File: config.mk
export PLATFORM = sky130hd
export DESIGN_NAME = microseq_control_unit
export DESIGN_NICKNAME = d
export VERILOG_FILES = /design/src/rtl/microseq_control_unit.sv
export SDC_FILE = /design/constraint.sdc
export NUM_CORES = 1
export LEC_CHECK = 0
export ABC_AREA = 1
export BUFFER_PORTS_ARGS = -buffer_cell sky130_fd_sc_hd__clkbuf_2
export CORE_MARGIN = 2
export CORE_UTILIZATION = 35
export DETAILED_ROUTE_END_ITERATION = 7
export MAX_ROUTING_LAYER = met4
export PLACE_DENSITY = 0.83
export SYNTH_ARGS = -nofsm -noshare
export SYNTH_HDL_FRONTEND = slang
export SYNTH_SLANG_ARGS = --single-unit
File: constraint.sdc
create_clock -name clk -period 3.1 [get_ports clk]
set_clock_uncertainty 0.15 [all_clocks]
set_input_delay 0.62 -clock clk [delete_from_list [all_inputs] [get_ports clk]]
set_output_delay 0.62 -clock clk [all_outputs]
set_load 0.03 [all_outputs]
File: src/rtl/microseq_control_unit.sv
// Microcoded sequencer: fetches one microword per cycle from a constant ROM image,
// drives its control field onto the datapath, and picks the next micro-address
// from the word's sequencing field (next/jump/dispatch/conditional/reset/wait).
// ROM contents arrive as packed parameter images (word i at [i*W +: W]) so that
// the block carries no initialisation code and synthesises straight to ROM.
module microseq_control_unit #(
  parameter int CTRL_W            = 17,
  parameter int UADDR_W           = 6,
  parameter int UDEPTH            = 36,
  parameter int IR_W              = 16,
  parameter int OPCODE_W          = 5,
  parameter int FLAGS_W           = 4,
  parameter int DATA_W            = 8,
  parameter int FLAG_LD_ALU_BIT   = 0,
  parameter int FLAG_LD_STACK_BIT = 16,
  parameter int FLAG_OUT_BIT      = 14,
  parameter int IMM_OUT_BIT       = 11,
  parameter int ILLEGAL_UADDR     = 0,
  // Microword image: {seq[2:0], cond[2:0], target[UADDR_W-1:0], ctrl[CTRL_W-1:0]}
  parameter logic [UDEPTH*(6+UADDR_W+CTRL_W)-1:0]        UCODE_IMAGE    = '0,
  // Dispatch image: {valid, uaddr[UADDR_W-1:0]} per opcode
  parameter logic [(2**OPCODE_W)*(1+UADDR_W)-1:0]        DISPATCH_IMAGE = '0
) (
  input  logic                clk,
  input  logic                reset,
  input  logic [IR_W-1:0]     in_ir,
  input  logic [FLAGS_W-1:0]  in_alu_flags,
  input  logic [FLAGS_W-1:0]  in_stack_flags,
  input  logic                in_stall,
  input  logic                in_ready,
  output logic [CTRL_W-1:0]   out_ctrl,
  output logic [DATA_W-1:0]   out_cu_out,
  output logic                out_cu_out_en,
  output logic [FLAGS_W-1:0]  out_flags,
  output logic [UADDR_W-1:0]  out_micro_pc,
  output logic                out_illegal
);

  localparam int UWORD_W    = 6 + UADDR_W + CTRL_W;
  localparam int DISP_W     = 1 + UADDR_W;
  localparam int DISP_DEPTH = 2 ** OPCODE_W;
  localparam logic [UADDR_W:0] DEPTH_L = (UADDR_W + 1)'(UDEPTH);

  typedef enum logic [2:0] {
    SEQ_NEXT     = 3'd0,
    SEQ_JUMP     = 3'd1,
    SEQ_DISPATCH = 3'd2,
    SEQ_CJT      = 3'd3,
    SEQ_CJF      = 3'd4,
    SEQ_RESET    = 3'd5,
    SEQ_WAIT     = 3'd6,
    SEQ_RSVD     = 3'd7
  } seq_e;

  // NOTE: the ROMs are pure constants, so they have no reset; only micro_pc and flags are state.
  logic [UWORD_W-1:0] ucode    [UDEPTH];
  logic [DISP_W-1:0]  dispatch [DISP_DEPTH];

  for (genvar i = 0; i < UDEPTH; i++) begin : g_ucode
    assign ucode[i] = UCODE_IMAGE[i*UWORD_W +: UWORD_W];
  end
  for (genvar i = 0; i < DISP_DEPTH; i++) begin : g_disp
    assign dispatch[i] = DISPATCH_IMAGE[i*DISP_W +: DISP_W];
  end

  logic [UADDR_W-1:0]  micro_pc, micro_pc_next, pc_inc, target;
  logic [FLAGS_W-1:0]  flags, flags_next;
  logic [UWORD_W-1:0]  word;
  logic [CTRL_W-1:0]   ctrl;
  logic [2:0]          cond;
  logic [OPCODE_W-1:0] opcode;
  logic [DISP_W-1:0]   disp_entry;
  logic                in_range, cond_true, illegal;
  logic                unused_ir;
  seq_e                seq;

  // Addresses past the populated words fetch an all-zero word and restart at 0.
  assign in_range   = ({1'b0, micro_pc} < DEPTH_L);
  assign word       = in_range ? ucode[micro_pc] : '0;
  assign seq        = seq_e'(word[UWORD_W-1 -: 3]);
  assign cond       = word[UWORD_W-4 -: 3];
  assign target     = word[CTRL_W +: UADDR_W];
  assign ctrl       = word[CTRL_W-1:0];
  assign pc_inc     = micro_pc + UADDR_W'(1);
  assign opcode     = in_ir[IR_W-1 -: OPCODE_W];
  assign disp_entry = dispatch[opcode];
  assign unused_ir  = ^in_ir;

  // Condition select: codes beyond the flag width mean "always true".
  always_comb begin
    // NOTE: every always_comb output gets a default first so no latch is inferred.
    cond_true = 1'b1;
    for (int i = 0; i < FLAGS_W; i++) begin
      if (int'(cond) == i) cond_true = flags[i];
    end
  end

  // Next micro-address and flag update; a stall freezes both.
  always_comb begin
    micro_pc_next = micro_pc;
    flags_next    = flags;
    illegal       = 1'b0;
    if (!in_stall) begin
      if (ctrl[FLAG_LD_ALU_BIT])   flags_next = in_alu_flags;
      if (ctrl[FLAG_LD_STACK_BIT]) flags_next = in_stack_flags;  // stack load wins
      if (!in_range) begin
        micro_pc_next = '0;
      end else begin
        case (seq)
          SEQ_NEXT: micro_pc_next = pc_inc;
          SEQ_JUMP: micro_pc_next = target;
          SEQ_DISPATCH: begin
            if (disp_entry[DISP_W-1]) begin
              micro_pc_next = disp_entry[UADDR_W-1:0];
            end else begin
              micro_pc_next = UADDR_W'(ILLEGAL_UADDR);
              illegal       = 1'b1;
            end
          end
          SEQ_CJT:  micro_pc_next = cond_true ? target : pc_inc;
          SEQ_CJF:  micro_pc_next = cond_true ? pc_inc : target;
          SEQ_WAIT: micro_pc_next = in_ready ? pc_inc : micro_pc;
          default:  micro_pc_next = '0;  // RESET and the reserved code
        endcase
      end
    end
  end

  // Sequencer state register with synchronous reset.
  always_ff @(posedge clk) begin
    // NOTE: sequential state uses non-blocking assignments so all registers update together.
    if (reset) begin
      micro_pc <= '0;
      flags    <= '0;
    end else begin
      micro_pc <= micro_pc_next;
      flags    <= flags_next;
    end
  end

  // Output bus mux: flags have priority over the immediate; nothing drives while stalled.
  always_comb begin
    out_cu_out    = '0;
    out_cu_out_en = 1'b0;
    if (!in_stall) begin
      if (ctrl[FLAG_OUT_BIT]) begin
        out_cu_out[FLAGS_W-1:0] = flags;
        out_cu_out_en           = 1'b1;
      end else if (ctrl[IMM_OUT_BIT]) begin
        out_cu_out    = in_ir[DATA_W-1:0];
        out_cu_out_en = 1'b1;
      end
    end
  end

  assign out_ctrl     = in_stall ? '0 : ctrl;
  assign out_illegal  = illegal & ~reset;
  assign out_flags    = flags;
  assign out_micro_pc = micro_pc;

endmodule

==> results.cfg <==
[cts]
clock_sinks = 6
clk_pin_slew_ns = 0.05
cts_buffer_depth = 2
worstSkewPairLatency_ns = 0.24
ctsHoldBuffers = 0
post-cts-setup-buffers = 0
root_buffer = clkbuf_4
cts_tree = done
ctsResizeCount = 0
htreeDepth = 1
cts_buffers = 3

[synth]
ys_seq_area_frac = 0.211
synthTopCellsByArea = buf_4 41%, dfxtp_1 21%, nand2_1 7.3%
avgSynthCellArea_um2 = 7.21
syn_inst = 79
synth_edf_count = 0
synthArstFlopShare = 0
ys_ff_latch = 6
synthDominantAreaCellType = buf_4
syn-cell-area_um2 = 569
synth_top_cell_area_share = 0.409
synth.distinct_cells = 16
yosys_most_used_dff = dfxtp_1
yosys-top-cells-count = 31 x buf_4, 11 x nand2_1, 8 x inv_1
synth_warnings = 0
yosysMostFrequentCell = buf_4

[setup_path]
r2r_end = out_micro_pc[4]
max_stage_delay_ns = 0.43
critical_path_class = reg -> out
slowest_stage = dfxtp_1
reg2reg_depth = 5
critical_path.top_delay_family = flip-flops
critPathBufInv = 1
cp.required_ns = 2.33
start_kind = register
cp_cell_sequence = clkbuf_2
end_kind = output port
rr_startpoint = out_micro_pc[0]
crit_arrival_ns = 0.92
crit_cells = 1
r2r_setup_slack_ns = 1.85
crit_fanout = 5

[cells_and_area]
n_antenna_cell = 0
fin_cells = 105
drive_above_1_share = 0.236
largest_register_ffs = 6
final_nets = 120
syn2layout_area_growth_pct = -6.59
fillers = 174
fin_area_um2 = 532

[die]
core_area_mm2 = 0.00152
rows = 14
die_width_um = 44.3
pin_count = 65
start_util = 0.374
fp.dieArea_mm2 = 0.00197
fp.dieH_um = 44.3

[placement]
dp_hpwl_um = 688
dp.cells = 102
port_buffers = 8
placed_cell_area_um2 = 509
place.gp.congestion = 0.718

[grt]
grt_pass1_wl_mm = 1.15
track_usage = 0.0875
grt_pass1_vias = 315
grt_max_degree = 7
grt-ovfl-total = 0
antenna_found_initial = 0

[worst_hold_path]
hold_end = out_micro_pc[1]
hold_path_class = reg -> reg
whs_path_depth = 2
hold_path_startpoint = out_micro_pc[1]

[sta]
rsz0062_at_grt = no
setup_tns_ns = 0
setup_viol = 0
hold_violations = 0
finalMaxSlewViolations = 0
fmax_mhz = 593
fin_crit_sh = 0.544
period_needed_ns = 1.69

[detailed_routing]
finalWirelength_um = 817
drc_errors = 0
vias = 396
postRouteAntennaNets = 0
first_pass_iters = 2
drtIter0Drc = 1
routedWlPerCell_um = 7.78
viasPerCell = 3.77

[power_and_ir_drop]
vdd_drop_max_mv = 0.158
power.leakage_uw = 0.000309
power.density_mw_per_mm2 = 428

[outcome]
run_status = complete, no violations

[job]
cap_viol_max_count = 0
[per-stage QoR]
step / hold WS [ns] / power, uW / util / setup WS, ns
finish: 0.416 / 228 / 0.349 / 1.41
detailed placement: 0.413 / 154 / 0.334 / 1.61
CTS: 0.423 / 229 / 0.349 / 1.42
floorplan: 0.525 / 178 / - / 1.73
global placement: 0.404 / 153 / 0.334 / 1.63
global route: 0.455 / 241 / 0.349 / 1.38
[area by class of cell]
type / instances / area (um2) / share of cell area
multi-input combinational: 63 / 295 / 0.555
sequential: 6 / 120 / 0.226
inverter: 9 / 33.8 / 0.0635
timing repair buffer: 8 / 40.0 / 0.0753
tap: 16 / 20.0 / 0.0376
clock buffer: 3 / 22.5 / 0.0424
[power by group]
part	leakage [uW]	internal (uW)	total [uW]	switching (uW)
Combinational	0.000246	6.96	70.2	63.3
Sequential	0.0000488	79.7	82.9	3.18
Clock	0.0000138	44.0	74.6	30.6
[worst max path at each step]
stage                    startpoint         endpoint  slack [ns]
global placement           in_stall  out_micro_pc[5]        1.63
detailed placement         in_stall  out_micro_pc[5]        1.61
finish              out_micro_pc[2]  out_micro_pc[2]        1.41
global route        out_micro_pc[0]  out_micro_pc[0]        1.38
floorplan           out_micro_pc[0]  out_micro_pc[4]        1.73
CTS                 out_micro_pc[2]  out_micro_pc[2]        1.42
[per-layer routing]
metal	share of wire	up-vias	GRT usage
li1	-	199	-
met2	0.55	26	0.171
met4	0.012	0	0.0545
met3	0.11	2	0.0367
met5	0	-	-
met1	0.33	169	0.0619
[kinds of logic after synthesis]
group                    synth area share
AO/OA/AOI/OAI                      0.0176
flip-flops                          0.211
AND/OR/NAND/NOR                     0.257
multiplexers                       0.0176
adder cells (fa/ha/maj)            0.0220
other                             0.00659
buffers and inverters               0.468
[layout by cell type (no fill, tap or decap), drive strengths merged]
cell / synthesis / routed
o21ai: 2 / 2
nand4: 1 / 1
conb: 1 / 31
mux2i: 1 / 1
nand3: 5 / 5
nand2: 14 / 14
ha: 1 / 1
nor2: 8 / 8
dfxtp: 6 / 6
clkbuf: 0 / 11
inv: 9 / 9
Note: power is estimated with default switching activity, not from simulation.
